[src/rtl/sync_counter_updown_n.sv]
// rtl/sync_counter_updown_n.sv - parametrised up/down counter with prescaler, wrap/saturate, tc pulse and sticky overflow
module sync_counter_updown_n #(
    parameter int               WIDTH    = 8,
    parameter logic [WIDTH-1:0] MAX_VAL  = {WIDTH{1'b1}},
    parameter int               PRESCALE = 1,
    parameter bit               SATURATE = 1'b0
) (
    input  logic             clk,
    input  logic             clr,
    input  logic             l,
    input  logic             s_s,
    input  logic             dir,
    input  logic [WIDTH-1:0] d,
    output logic [WIDTH-1:0] c,
    output logic             tc,
    output logic             ovf
);

    // Prescaler needs at least one bit even when PRESCALE=1 (it then never leaves 0).
    localparam int              PW       = (PRESCALE > 1) ? $clog2(PRESCALE) : 1;
    localparam logic [PW-1:0]   PRE_LAST = PW'(PRESCALE - 1);
    localparam logic [PW-1:0]   PRE_ONE  = {{(PW-1){1'b0}}, 1'b1};
    localparam logic [WIDTH-1:0] ONE     = {{(WIDTH-1){1'b0}}, 1'b1};
    localparam logic [WIDTH-1:0] ZERO    = '0;

    logic [WIDTH-1:0] r_c;
    logic             r_tc;
    logic             r_ovf;
    logic [PW-1:0]    r_pre;

    logic             w_step_due;
    logic             w_at_term;
    logic [WIDTH-1:0] w_load_val;
    logic [WIDTH-1:0] w_step_val;

    // Decode step timing, terminal detection, clamped load value and next count on a step.
    always_comb begin
        w_step_due = s_s && (r_pre == PRE_LAST);
        w_at_term  = dir ? (r_c == MAX_VAL) : (r_c == ZERO);
        w_load_val = (d > MAX_VAL) ? MAX_VAL : d;
        w_step_val = r_c;
        if (w_at_term) begin
            // Terminal step: wrap to the opposite end, or hold when saturating.
            if (!SATURATE) begin
                w_step_val = dir ? ZERO : MAX_VAL;
            end
        end else begin
            w_step_val = dir ? (r_c + ONE) : (r_c - ONE);
        end
    end

    // Counter state: clr beats load, load beats step, step beats hold.
    always_ff @(posedge clk) begin
        if (clr) begin
            r_c   <= ZERO;
            r_tc  <= 1'b0;
            r_ovf <= 1'b0;
            r_pre <= '0;
        end else if (l) begin
            r_c   <= w_load_val;
            r_tc  <= 1'b0;
            r_ovf <= 1'b0;
            r_pre <= '0;
        end else if (w_step_due) begin
            r_pre <= '0;
            r_c   <= w_step_val;
            r_tc  <= w_at_term;
            if (w_at_term) begin
                r_ovf <= 1'b1;
            end
        end else if (s_s) begin
            // Running but mid-prescale: advance phase only.
            r_pre <= r_pre + PRE_ONE;
            r_tc  <= 1'b0;
        end else begin
            // Stopped: count and prescaler phase freeze.
            r_tc  <= 1'b0;
        end
    end

    assign c   = r_c;
    assign tc  = r_tc;
    assign ovf = r_ovf;

endmodule
[config.mk]
export PLATFORM = sky130hd
export DESIGN_NAME = sync_counter_updown_n
export DESIGN_NICKNAME = d
export VERILOG_FILES = /design/src/rtl/sync_counter_updown_n.sv
export SDC_FILE = /design/constraint.sdc
export NUM_CORES = 1
export LEC_CHECK = 0
export ABC_CLOCK_PERIOD_IN_PS = 1900
export CORE_ASPECT_RATIO = 0.75
export CORE_MARGIN = 2
export CORE_UTILIZATION = 47
export DETAILED_ROUTE_END_ITERATION = 12
export GPL_TIMING_DRIVEN = 0
export PLACE_DENSITY = 0.75
export SYNTH_ARGS = -nofsm -noshare
export SYNTH_HDL_FRONTEND = slang
export SYNTH_SLANG_ARGS = --single-unit
[constraint.sdc]
create_clock -name clk -period 1.9 [get_ports clk]
set_input_delay 0.38 -clock clk [delete_from_list [all_inputs] [get_ports clk]]
set_output_delay 0.38 -clock clk [all_outputs]
set_load 0.01 [all_outputs]
# After elaboration in Yosys (flattened, before gate mapping)
# Index checks and enable logic that the tools add are counted.
[word_totals]
ff_bits = 11
latchBits = 0
ramBits = 0
mem_bits_ro = 0
inputBits = 13
output_inout_bits = 10
elab_cells = 25
memories = 0
[classes]
add_sub_neg = 3
multipliers = 0
n_div = 0
order_cmp = 1
eq_ne = 1
shift = 0
mux = 7
bitwise_logic = 2
reduce_logical = 7
[ops]
columns = ["op", "count"]
rows = [
  ["$mux 8", 6],
  ["$add 8x1->8 const B", 1],
  ["$eq 8x8->1 const B", 1],
  ["$gt 8x8->1 const B", 1],
  ["$logic_not 8->1", 1],
  ["$sub 8x1->8 const B", 1],
  ["$reduce_or 3->1", 2],
  ["$not 1->1", 2],
  ["$reduce_and 2->1", 1],
  ["$reduce_bool 2->1", 1],
  ["$reduce_or 2->1", 1],
  ["$add 1x1->1 const B", 1],
  ["$logic_and 1x1->1", 1],
  ["$mux 1", 1],
]

# Depth between registers and ports, before layout
[logic_depth]
depth_word = 5
ltp_mapped = 7

# Worst setup path before layout
# No wires, ideal clock.
[synth_path]
path_kind = "input port to flip-flop"
startpoint = "in dir"
endpoint = "reg r_c[6] (netlist: c[6])"
setup_ns = 0.122
arrival_time_ns = 1.570
slack_ns = 0.208
cell_stages = 7
path_buffers = 0
cell_sequence = "inv_1 > fa_1 > a211oi_1 > o21bai_1 > a21oi_1 > xor2_1 > o21ai_0"
[synth_via]
elab_chain_cells = 4
word_cells_on_any_way = 6
cone_classes = "mux (6)"
[synth_lines]
columns = ["element", "line_no", "source"]
rows = [
  ["start, declared", "12", "input logic dir,"],
  ["$mux 8, or another cell as far along", "48", "w_step_val = dir ? (r_c + ONE) : (r_c - ONE);"],
  ["$mux 8 *", "42", "if (w_at_term) begin"],
  ["$mux 8 *", "64", "end else if (w_step_due) begin"],
  ["$mux 8 *", "59", "end else if (l) begin"],
  ["end signal, assigned", "60", "r_c <= w_load_val;"],
  ["end signal, assigned", "66", "r_c <= w_step_val;"],
  ["end, declared", "26", "logic [WIDTH-1:0] r_c;"],
]
# Every way passes the cells marked *; elsewhere a longest branch is shown, timed or not. The select of a mux whose other input is x is not followed.
# A chain may end at the register's enable or synchronous reset.

# Worst setup path after layout
[layout_path]
startpoint = "reg r_c[0] (netlist: c[0])"
endpoint = "out c[0]"
[layout_lines]
columns = ["element", "line_no", "source"]
rows = [
  ["end, declared", "14", "output logic [WIDTH-1:0] c,"],
]
# No word-level cell between the ends.

==> results.sh <==
export IMPL_status="finished clean"
export IMPL_ff2ff_path_depth=6
export IMPL_drt_iter0_markers=17
export IMPL_irDropWorstVdd_uv=478
export IMPL_grt_antenna_before_repair=0
export IMPL_combPwrFrac_pct=39.1
export IMPL_arrival_ns=1.35
export IMPL_layout_nets=149
export IMPL_die_area_um2=2140
export IMPL_p_seq_share_pct=38.9
export IMPL_cp_slowest_cell="clkdlybuf4s50_1"
export IMPL_tightest_slew_ns=0.532
export IMPL_vias=846
export IMPL_gp_congestion=0.812
export IMPL_r2r_start="c[1]"
export IMPL_fillerInstances=153
export IMPL_setup_slack_ns=0.172
export IMPL_clk_latency_ns=0.27
export IMPL_place_area_um2=1070
export IMPL_holdWs_ns=0.465
export IMPL_skew_ns=0.000957
export IMPL_cts_hold_buf=0
export IMPL_utilization_pct=65.7
export IMPL_cp_data_required_time_ns=1.52
export IMPL_ys_seq_elements=11
export IMPL_synth_edf_count=0
export IMPL_vias_per_cell=5.64
export IMPL_cp_end_kind="primary output"
export IMPL_core_rowCount=13
export IMPL_drt_total_wl_um=2090
export IMPL_ios=23
export IMPL_cts_buffer_depth=2
export IMPL_min_from="ovf"
export IMPL_track_usage_pct=22.4
export IMPL_clock_sinks=11
export IMPL_clkPwrFrac_pct=22.0
export IMPL_syn_nets=123
export IMPL_crit_path_cell_trace="clkdlybuf4s50_1"
export IMPL_cts_tree="done"
export IMPL_first_pass_iters=4
export IMPL_critPathMaxFanout=6
export IMPL_die_x_um=52.7
export IMPL_synth_seq_area_share_pct=26.3
export IMPL_period_share_pct=90.9
export IMPL_syn_area_um2=836
export IMPL_avgSynthCellArea_um2=8.11
export IMPL_crit_type="reg2out"
export IMPL_wire_per_inst_um=13.9
export IMPL_overflow=0
export IMPL_min_period_ns=1.73
export IMPL_slowest_delay_ns=0.60
export IMPL_coreArea_um2=1710
export IMPL_ys_warn_count=0
export IMPL_grt_pass1_wl_um=3310
export IMPL_synth_cells=103
export IMPL_internal_power_uw=484
export IMPL_cts_made_buffers=3
export IMPL_layout_drive_gt1_share_pct=13.3
export IMPL_multi_input_area_um2=612
export IMPL_hold_path_class="reg2reg"
export IMPL_cts_max_level=1
export IMPL_ant_nets=0
export IMPL_antenna_cells=0
export IMPL_ys_flop_type="dfxtp_1"
export IMPL_rr_endpoint="c[5]"
export IMPL_grt_pass1_vias=733
export IMPL_initial_core_util_pct=48.9
export IMPL_grt_max_degree=11
export IMPL_dp_slack_ns=-0.578
export IMPL_fmax_ghz=0.579
export IMPL_synth_distinct_cells=38
export IMPL_stdcell_count=150
export IMPL_io_buffers=21
export IMPL_seq_area_um2=220
export IMPL_dp_cells=146
export IMPL_power_switching_uw=247
export IMPL_fin_area_um2=1120
export IMPL_cp_top_family="buffers and inverters"
export IMPL_synthArstFlopShare_pct=0
export IMPL_maxSlewViolCount=0
export IMPL_path_clk_slew_ns=0.07
export IMPL_sw_frac_of_total_pct=33.8
export IMPL_hold_viol=0
export IMPL_path_buf_inv=1
export IMPL_powerDensity_nw_per_um2=652
export IMPL_dpl_hpwl_um=1630
export IMPL_setup_viol=0
export IMPL_hold_end="ovf"
export IMPL_rsz0062_at_grt="false"
export IMPL_start_kind="flip-flop"
export IMPL_whs_path_depth=1
export IMPL_area_growth_pct=34.3
export IMPL_r2r_slack_ns=0.18
export IMPL_drv_cap=0
export IMPL_die_y_um=40.5
export IMPL_relSlewSlack_pct=64.5
export IMPL_drc_errors=0
export IMPL_cellLeakagePower_uw=0.000458
export IMPL_root_buffer="clkbuf_4"
==> timing repair <==
item / 4_1_cts / 5_1_grt
gates resized for setup: 6 / 4
hold endpoints to repair: 0 / 0
setup endpoints to repair: 5 / 5
buffers inserted: 0 / 0
gates cloned: 0 / 0
==> cell usage in the layout, fill, tap and decap left out, types with 2 or more instances in the layout <==
master | netlist | layout
mux2i_1 | 2 | 2
xnor2_1 | 5 | 5
dfxtp_1 | 11 | 11
xor2_1 | 2 | 2
nand2_1 | 8 | 8
inv_1 | 4 | 3
clkbuf_4 | 0 | 3
ha_1 | 6 | 5
buf_2 | 2 | 2
o21ai_1 | 1 | 2
nand3_1 | 3 | 3
nor2_1 | 16 | 16
a21oi_1 | 9 | 9
clkbuf_1 | 1 | 2
a211oi_1 | 5 | 4
o21ai_0 | 5 | 4
clkdlybuf4s50_1 | 0 | 20
==> registers in the layout, indices dropped and copies added (netlist names) <==
| register | flops |
|---|---|
| tc | 1 |
| r_pre | 1 |
| ovf | 1 |
| c | 8 |
==> kinds of logic (layout without fill, tap and decap cells) <==
logic type               Yosys count  count (layout)  synth area share [%]
buffers and inverters              7              32                  3.44
XOR/XNOR                           7               7                  7.34
flip-flops                        11              11                  26.3
multiplexers                       2               2                  2.40
AND/OR/NAND/NOR                   40              40                  26.6
AO/OA/AOI/OAI                     29              29                  22.5
adder cells (fa/ha/maj)            7               7                  11.4
==> per-stage QoR <==
step / total power, uW / TNS (ns)
4_1_cts: 737 / 0
3_5_place_dp: 564 / -3.04
6_report: 732 / 0
5_1_grt: 780 / 0
3_3_place_gp: 555 / -2.72
2_1_floorplan: 460 / 0
==> layer usage <==
layer | GRT usage [%] | vias up | part of all wire (%)
li1 | - | 423 | -
met1 | 28.0 | 395 | 45
met2 | 39.1 | 26 | 49
met3 | 5.60 | 2 | 4.9
met4 | 5.77 | 0 | 0.67
met5 | 0 | - | 0
==> worst max-delay path by stage <==
stage	to	slack, ns	startpoint	cells after the start
6_report	c[0]	0.17	c[0]	1
5_1_grt	c[4]	0.02	c[0]	6
4_1_cts	c[4]	0.09	dir	8
3_5_place_dp	c[5]	-0.58	dir	8
3_3_place_gp	c[6]	-0.56	dir	8
2_1_floorplan	c[6]	0.21	dir	7
==> Yosys cell counts, types with 2 or more instances <==
cell type	instances	area share, %
nor2_1	16	7.2
dfxtp_1	11	26
a21oi_1	9	5.4
nand2_1	8	3.6
ha_1	6	9.0
a211oi_1	5	4.5
o21ai_0	5	3.0
xnor2_1	5	5.2
inv_1	4	1.8
nand3_1	3	1.8
buf_2	2	1.2
mux2i_1	2	2.4
xor2_1	2	2.1
==> power by group through the flow <==
stage | clock network [uW] | logic [uW] | registers (uW)
after global placement | 0 | 267 | 288
after floorplan | 0 | 169 | 291
after global routing | 174 | 318 | 288
after CTS | 167 | 286 | 284
after detailed placement | 0 | 276 | 288
final | 161 | 286 | 284
==> area by class of cell <==
class                   count  share of cell area [%]
inverters                   4                    1.56
multi-input cells          85                    54.5
well taps                  22                    2.45
flip-flops and latches     11                    19.6
plain buffers               3                    1.23
clock buffers               4                    2.34
repair buffers             21                    18.3
(Power assumes the default switching activity.)
